[src/rtl/if_id_buf_pkg.sv]
// Shared defines (XLEN, INST_LEN, PC_RESET, INST_NOP) and FIFO entry type for the IF/ID buffer.
`ifndef XLEN
`define XLEN 64
`endif
`ifndef INST_LEN
`define INST_LEN 32
`endif
`ifndef PC_RESET
`define PC_RESET `XLEN'h8000_0000
`endif
`ifndef INST_NOP
`define INST_NOP 32'h0000_0013
`endif

package if_id_buf_pkg;

  localparam int XLEN     = `XLEN;
  localparam int INST_LEN = `INST_LEN;

  localparam logic [XLEN-1:0]     PC_RESET_VAL = `PC_RESET;
  localparam logic [INST_LEN-1:0] INST_NOP_VAL = `INST_NOP;

  localparam logic [1:0] DEPTH = 2'd2;

  typedef struct packed {
    logic [XLEN-1:0]     pc;
    logic [INST_LEN-1:0] instr;
  } ifid_entry_t;

  localparam ifid_entry_t ENTRY_RESET = '{pc: PC_RESET_VAL, instr: INST_NOP_VAL};

endpackage

[src/rtl/ifid_stall_cnt.sv]
// Saturating 32-bit counter of fetch cycles held off by a full IF/ID buffer.
module ifid_stall_cnt (
   input  logic        clk,
   input  logic        rst,
   input  logic        stall,
   output logic [31:0] cnt
);

   always_ff @(posedge clk) begin
      if (rst) begin
         cnt <= 32'd0;
      end else if (stall && (cnt != 32'hFFFF_FFFF)) begin
         cnt <= cnt + 32'd1;
      end
   end

endmodule

[src/rtl/if_id_buf.sv]
// Two-entry {pc, instr} FIFO between fetch and decode, flushable on redirect.
// Define IFID_STALL_CNT_EN to add the stall_cnt_o fetch-stall counter.
import if_id_buf_pkg::*;

module if_id_buf (
   input  logic                clk,
   input  logic                rst,
   input  logic                in_valid_i,
   input  logic [XLEN-1:0]     in_pc_i,
   input  logic [INST_LEN-1:0] in_instr_i,
   output logic                in_ready_o,
   output logic                out_valid_o,
   output logic [XLEN-1:0]     out_pc_o,
   output logic [INST_LEN-1:0] out_instr_o,
   input  logic                out_ready_i,
`ifdef IFID_STALL_CNT_EN
   output logic [31:0]         stall_cnt_o,
`endif
   input  logic                flush_i
);

   ifid_entry_t mem [2];
   logic        wr_ptr;
   logic        rd_ptr;
   logic [1:0]  count;
   logic        push;
   logic        pop;
   ifid_entry_t head;

   // Ready and valid come only from registered count (plus flush), never from the peer's handshake.
   assign in_ready_o  = (count != DEPTH);
   assign out_valid_o = (count != 2'd0) && !flush_i;

   assign push = in_valid_i && in_ready_o && !flush_i;
   assign pop  = out_valid_o && out_ready_i;

   assign head        = mem[rd_ptr];
   assign out_pc_o    = head.pc;
   assign out_instr_o = out_valid_o ? head.instr : INST_NOP_VAL;

   always_ff @(posedge clk) begin
      if (rst) begin
         wr_ptr <= 1'b0;
         rd_ptr <= 1'b0;
         count  <= 2'd0;
         mem[0] <= ENTRY_RESET;
         mem[1] <= ENTRY_RESET;
      end else if (flush_i) begin
         count  <= 2'd0;
         rd_ptr <= wr_ptr;
      end else begin
         if (push) begin
            mem[wr_ptr] <= '{pc: in_pc_i, instr: in_instr_i};
            wr_ptr      <= !wr_ptr;
         end
         if (pop) begin
            rd_ptr <= !rd_ptr;
         end
         case ({push, pop})
            2'b10:   count <= count + 2'd1;
            2'b01:   count <= count - 2'd1;
            default: count <= count;
         endcase
      end
   end

`ifdef IFID_STALL_CNT_EN
   ifid_stall_cnt u_stall_cnt (
      .clk   (clk),
      .rst   (rst),
      .stall (in_valid_i && !in_ready_o),
      .cnt   (stall_cnt_o)
   );
`endif

endmodule
[config.mk]
export PLATFORM = sky130hd
export DESIGN_NAME = if_id_buf
export DESIGN_NICKNAME = d
export VERILOG_FILES = /design/src/rtl/if_id_buf_pkg.sv /design/src/rtl/ifid_stall_cnt.sv /design/src/rtl/if_id_buf.sv
export SDC_FILE = /design/constraint.sdc
export NUM_CORES = 1
export LEC_CHECK = 0
export ABC_AREA = 1
export CAP_MARGIN = 20
export CORE_MARGIN = 8
export CORE_UTILIZATION = 30
export DETAILED_ROUTE_END_ITERATION = 16
export GPL_TIMING_DRIVEN = 0
export PLACE_DENSITY = 0.57
export SYNTH_ARGS = -nofsm -noshare
export SYNTH_HDL_FRONTEND = slang
export SYNTH_SLANG_ARGS = --single-unit
[constraint.sdc]
create_clock -name clk -period 4.2 [get_ports clk]
set_input_delay 0.84 -clock clk [delete_from_list [all_inputs] [get_ports clk]]
set_output_delay 0.84 -clock clk [all_outputs]
set_load 0.05 [all_outputs]
**After elaboration in Yosys (flattened, before gate mapping)**

Memories as Yosys holds them, arrays and structs flattened. A register that Yosys moved wholly into a read port is not among the register bits.
Index checks and enable logic that the tools add are counted.

- Input bits: 101
- Memory bits (writable): 192
- Flip-flop bits (word level): 4
- Word-level logic and storage cells: 38
- Output and inout bits: 98
- Memories: 1

Memory list:

| memory | depth | width | read ports | clocked after Yosys merged registers in | write ports | RTL line | text |
|---|---|---|---|---|---|---|---|
| mem | 2 | 96 | 1 | 1 | 2 | if_id_buf.sv:22 | `ifid_entry_t mem [2];` |

- Eq/ne operators: 3
- Reduce and logical (&&, ||, !) cells: 13
- Bitwise operators: 1
- Add/sub/neg operators: 2
- Mux-type cells: 15

Operators with widths:

| cell | number |
|---|---|
| $mux W96 | 1 |
| $reduce_or A96 Y1 | 1 |
| $mux W32 | 1 |
| $mux W1 | 12 |
| $reduce_bool A2 Y1 | 3 |
| $logic_and A1 B1 Y1 | 4 |
| $pmux W2 S2 | 1 |
| $logic_not A1 Y1 | 3 |
| $add A2 B1 Y2 const B | 1 |
| $eq A2 B1 Y1 const B | 1 |
| $eq A2 B2 Y1 const B | 1 |
| $ne A2 B2 Y1 const B | 1 |
| $reduce_and A2 Y1 | 1 |
| $reduce_or A2 Y1 | 1 |
| $sub A2 B1 Y2 const B | 1 |
| $not A1 Y1 | 1 |

**Longest topological paths before layout**

- Depth after elaboration: 9
- Depth in mapped cells: 10
- Gate-level depth less buffers: 10

**Worst setup path before layout**

OpenSTA, ideal clock, no wires.

- Kind: input-to-reg
- Start point: input flush_i
- End point: memory mem[0][0] (netlist name) (enable)
- Slack: 87 ps
- Arrival time: 3655 ps
- Stages on the path: 7
- Required time: 3742 ps
- Path through: nor2_2 inv_2 nor3_4 inv_2 buf_6 buf_6 nand2_1

RTL lines:

| item | RTL line | text |
|---|---|---|
| start: declaration | if_id_buf.sv:19 | `input logic flush_i` |
| end: declaration | if_id_buf.sv:22 |  |

**Worst setup path after layout**

- Start point: input flush_i
- End point: output out_instr_o[3]

- Cells in the longest elaborated chain, start to end: 3

Ends and longest elaborated chain:

| item | RTL line | text |
|---|---|---|
| $logic_not A1 Y1 | if_id_buf.sv:32 | `assign out_valid_o = (count != 2'd0) && !flush_i;` |
| $logic_and A1 B1 Y1 | if_id_buf.sv:32 |  |
| $mux W32 | if_id_buf.sv:39 | `assign out_instr_o = out_valid_o ? head.instr : INST_NOP_VAL;` |
| end: declaration | if_id_buf.sv:14 | `output logic [INST_LEN-1:0] out_instr_o,` |

No other way between the ends.

==> flow_metrics.env <==
export IMPL_n_antenna_cell=0
export IMPL_synth_cell_types=22
export IMPL_hold_viol=0
export IMPL_synth_most_common_cell="edfxtp_1"
export IMPL_cts_root_buf="clkbuf_16"
export IMPL_critical_path_required_ns=3.36
export IMPL_grt_pass1_vias=6039
export IMPL_antenna_left=0
export IMPL_row_count=62
export IMPL_grt_pass1_wl_um=34000
export IMPL_syn_to_final_growth_pct=35.7
export IMPL_fin_setup_tns_ns=0
export IMPL_worst_slack_ns=0.228
export IMPL_arrival_ns=3.13
export IMPL_yosysSeqAreaShare=0.672
export IMPL_ys_warn_count=0
export IMPL_numCtsBuffers=17
export IMPL_drv_cap=0
export IMPL_synth_largest_area_cell="edfxtp_1"
export IMPL_cpLargestDelayFamily="buffers and inverters"
export IMPL_wire_per_inst_um=16.1
export IMPL_post_cts_resize_count=2
export IMPL_grt_max_degree=54
export IMPL_slowest_delay_ns=0.85
export IMPL_tightest_slew_ns=0.757
export IMPL_pre_cts_ws_ns=-0.206
export IMPL_rsz0062_at_grt="no"
export IMPL_post_route_cell_area_mm2=0.0118
export IMPL_ir_drop_mv=0.178
export IMPL_die_w_um=187
export IMPL_max_slew_margin=0.495
export IMPL_placed_area_mm2=0.0113
export IMPL_syn_nets=823
export IMPL_path_cells="clkdlybuf4s50_1, nor2_2, clkbuf_2, nand2_1, inv_1, clkdlybuf4s50_1"
export IMPL_postSynthAreaPerCell_um2=12.1
export IMPL_die_y_um=187
export IMPL_max_freq_ghz=0.252
export IMPL_cts_sinks=197
export IMPL_gp_congestion=0.695
export IMPL_final_nets=1042
export IMPL_crit_path_max_fanout=10
export IMPL_syn_inst=721
export IMPL_finalSetupViolCount=0
export IMPL_min_path_type="reg -> reg"
export IMPL_synth_area_leaders="edfxtp_1, mux2_2, nor2_1, inv_1, nand2_1"
export IMPL_power_leakage_nw=5.00
export IMPL_cts_buffer_depth=2
export IMPL_drive_gt1_frac=0.174
export IMPL_end_kind="output port"
export IMPL_cts_hold_buf=0
export IMPL_fin_crit_sh=0.946
export IMPL_yosys_top_cells_count="edfxtp_1, nor2_1, inv_1"
export IMPL_hpwl_um=14600
export IMPL_cts_tree="yes"
export IMPL_finish_utilization=0.413
export IMPL_yosysTopAreaCellShare=0.661
export IMPL_firstDrtPassIters=4
export IMPL_status="complete, no violations"
export IMPL_ios=199
export IMPL_netlist_area_mm2=0.00873
export IMPL_grt_usage=0.124
export IMPL_dieArea_mm2=0.0348
export IMPL_min_period_ns=3.97
export IMPL_clkTransAtPathRegs_ns=0.08
export IMPL_grt_ovfl_total=0
export IMPL_drt_wl_total_um=21500
export IMPL_drtIter0Drc=218
export IMPL_io_buffer_count=198
export IMPL_critical_path_most_common_cell="clkdlybuf4s50_1"
export IMPL_p_per_area_mw_per_mm2=392
export IMPL_ys_async_sr_fraction=0
export IMPL_via_per_inst=4.18
export IMPL_start_util=0.304
export IMPL_ys_ff_latch=197
export IMPL_cts_htree_levels=4
export IMPL_report_final_slew_viol_count=0
export IMPL_core_mm2=0.0287
export IMPL_clkLatencyLatePin_ns=0.42
export IMPL_path_class="in -> out"
export IMPL_worstSetupStartpointType="input port"
export IMPL_ys_flop_type="edfxtp_1"
export IMPL_drc_errors=0
export IMPL_cp_slowest_cell="clkdlybuf4s50_1"
export IMPL_vias=5578
export IMPL_synth_edf_count=192
export IMPL_crit_buf_inv=4
export IMPL_fin_worst_skew_ns=0.0139
export IMPL_cts_setup_buffers=0
export IMPL_antenna_found_initial=3
cells in the final DEF (no fill, tap or decap), types with 2 or more instances in the layout:
cell               n
a21oi_1            2
buf_16             2
buf_2             11
buf_6             15
bufinv_16          2
clkbuf_1           7
clkbuf_16         17
clkbuf_2           2
clkdlybuf4s50_1  198
clkinv_2           2
clkinvlp_4         4
dfxtp_1            5
edfxtp_1         192
inv_1            136
inv_2              4
inv_6              3
inv_8              2
mux2_2            93
nand2_1           48
nand2_2            2
nand2_4            2
nand3_1            3
nor2_1           187
nor2_2             2
nor3_4             2
o211ai_1           3
metal layers:
metal / vias up / global-route usage / part of all wire
met5: - / 0 / 0.0019
met4: 6 / 0.0269 / 0.0066
met2: 137 / 0.209 / 0.49
li1: 2756 / - / -
met1: 2666 / 0.154 / 0.44
met3: 13 / 0.0412 / 0.062
tightest hold or removal path, stage by stage, from the launching register on:
cell	delay (ns)
dfxtp_1	0.31
nand3_1	0.07
a21oi_1	0.07
registers in the layout, indices dropped and copies added, names as in the netlist, named ones only:
name    cells
count       2
wr_ptr      1
rd_ptr      1
mem       192
area by class of cell:
class | instances | area, um2
Clock buffer | 18 | 429
Timing Repair Buffer | 200 | 2040
Fill cell | 2802 | 16900
Buffer | 34 | 256
Multi-Input combinational cell | 350 | 2100
Inverter | 140 | 526
Clock inverter | 13 | 149
Tap cell | 384 | 480
Sequential cell | 197 | 5870
kinds of logic after synthesis:
group	after synthesis	synth area share
fa+ha+maj	1	0.00143
compound gates	8	0.00588
mux	93	0.120
simple gates	248	0.111
buf+inv	174	0.0893
flops	197	0.672
power breakdown:
| group | internal [W] | switching (W) | leakage [nW] |
|---|---|---|---|
| clock | 0.000889 | 0.000763 | 0.273 |
| combinational | 0.000286 | 0.000424 | 2.72 |
| sequential | 0.00226 | 0.0000210 | 2.01 |
through the flow:
step | hold slack (ns) | power, W | cells
finish | 0.500 | 0.00464 | 1336
global route | 0.558 | 0.00481 | 1336
floorplan | 0.461 | 0.00275 | 721
detailed placement | 0.496 | 0.00304 | 1305
global placement | 0.488 | 0.00305 | 1303
CTS | 0.508 | 0.00470 | 1336
path summary, 6_finish.rpt:
check	start	cells after the start	to	slack, ns
setup reg to reg	count[0]	9	mem[0][0]	1.55
hold reg to reg	rd_ptr	2	rd_ptr	0.50
hold / removal	rd_ptr	2	rd_ptr	0.50
setup / recovery	flush_i	6	out_instr_o[3]	0.23
Power figures use the tool's default switching activity.
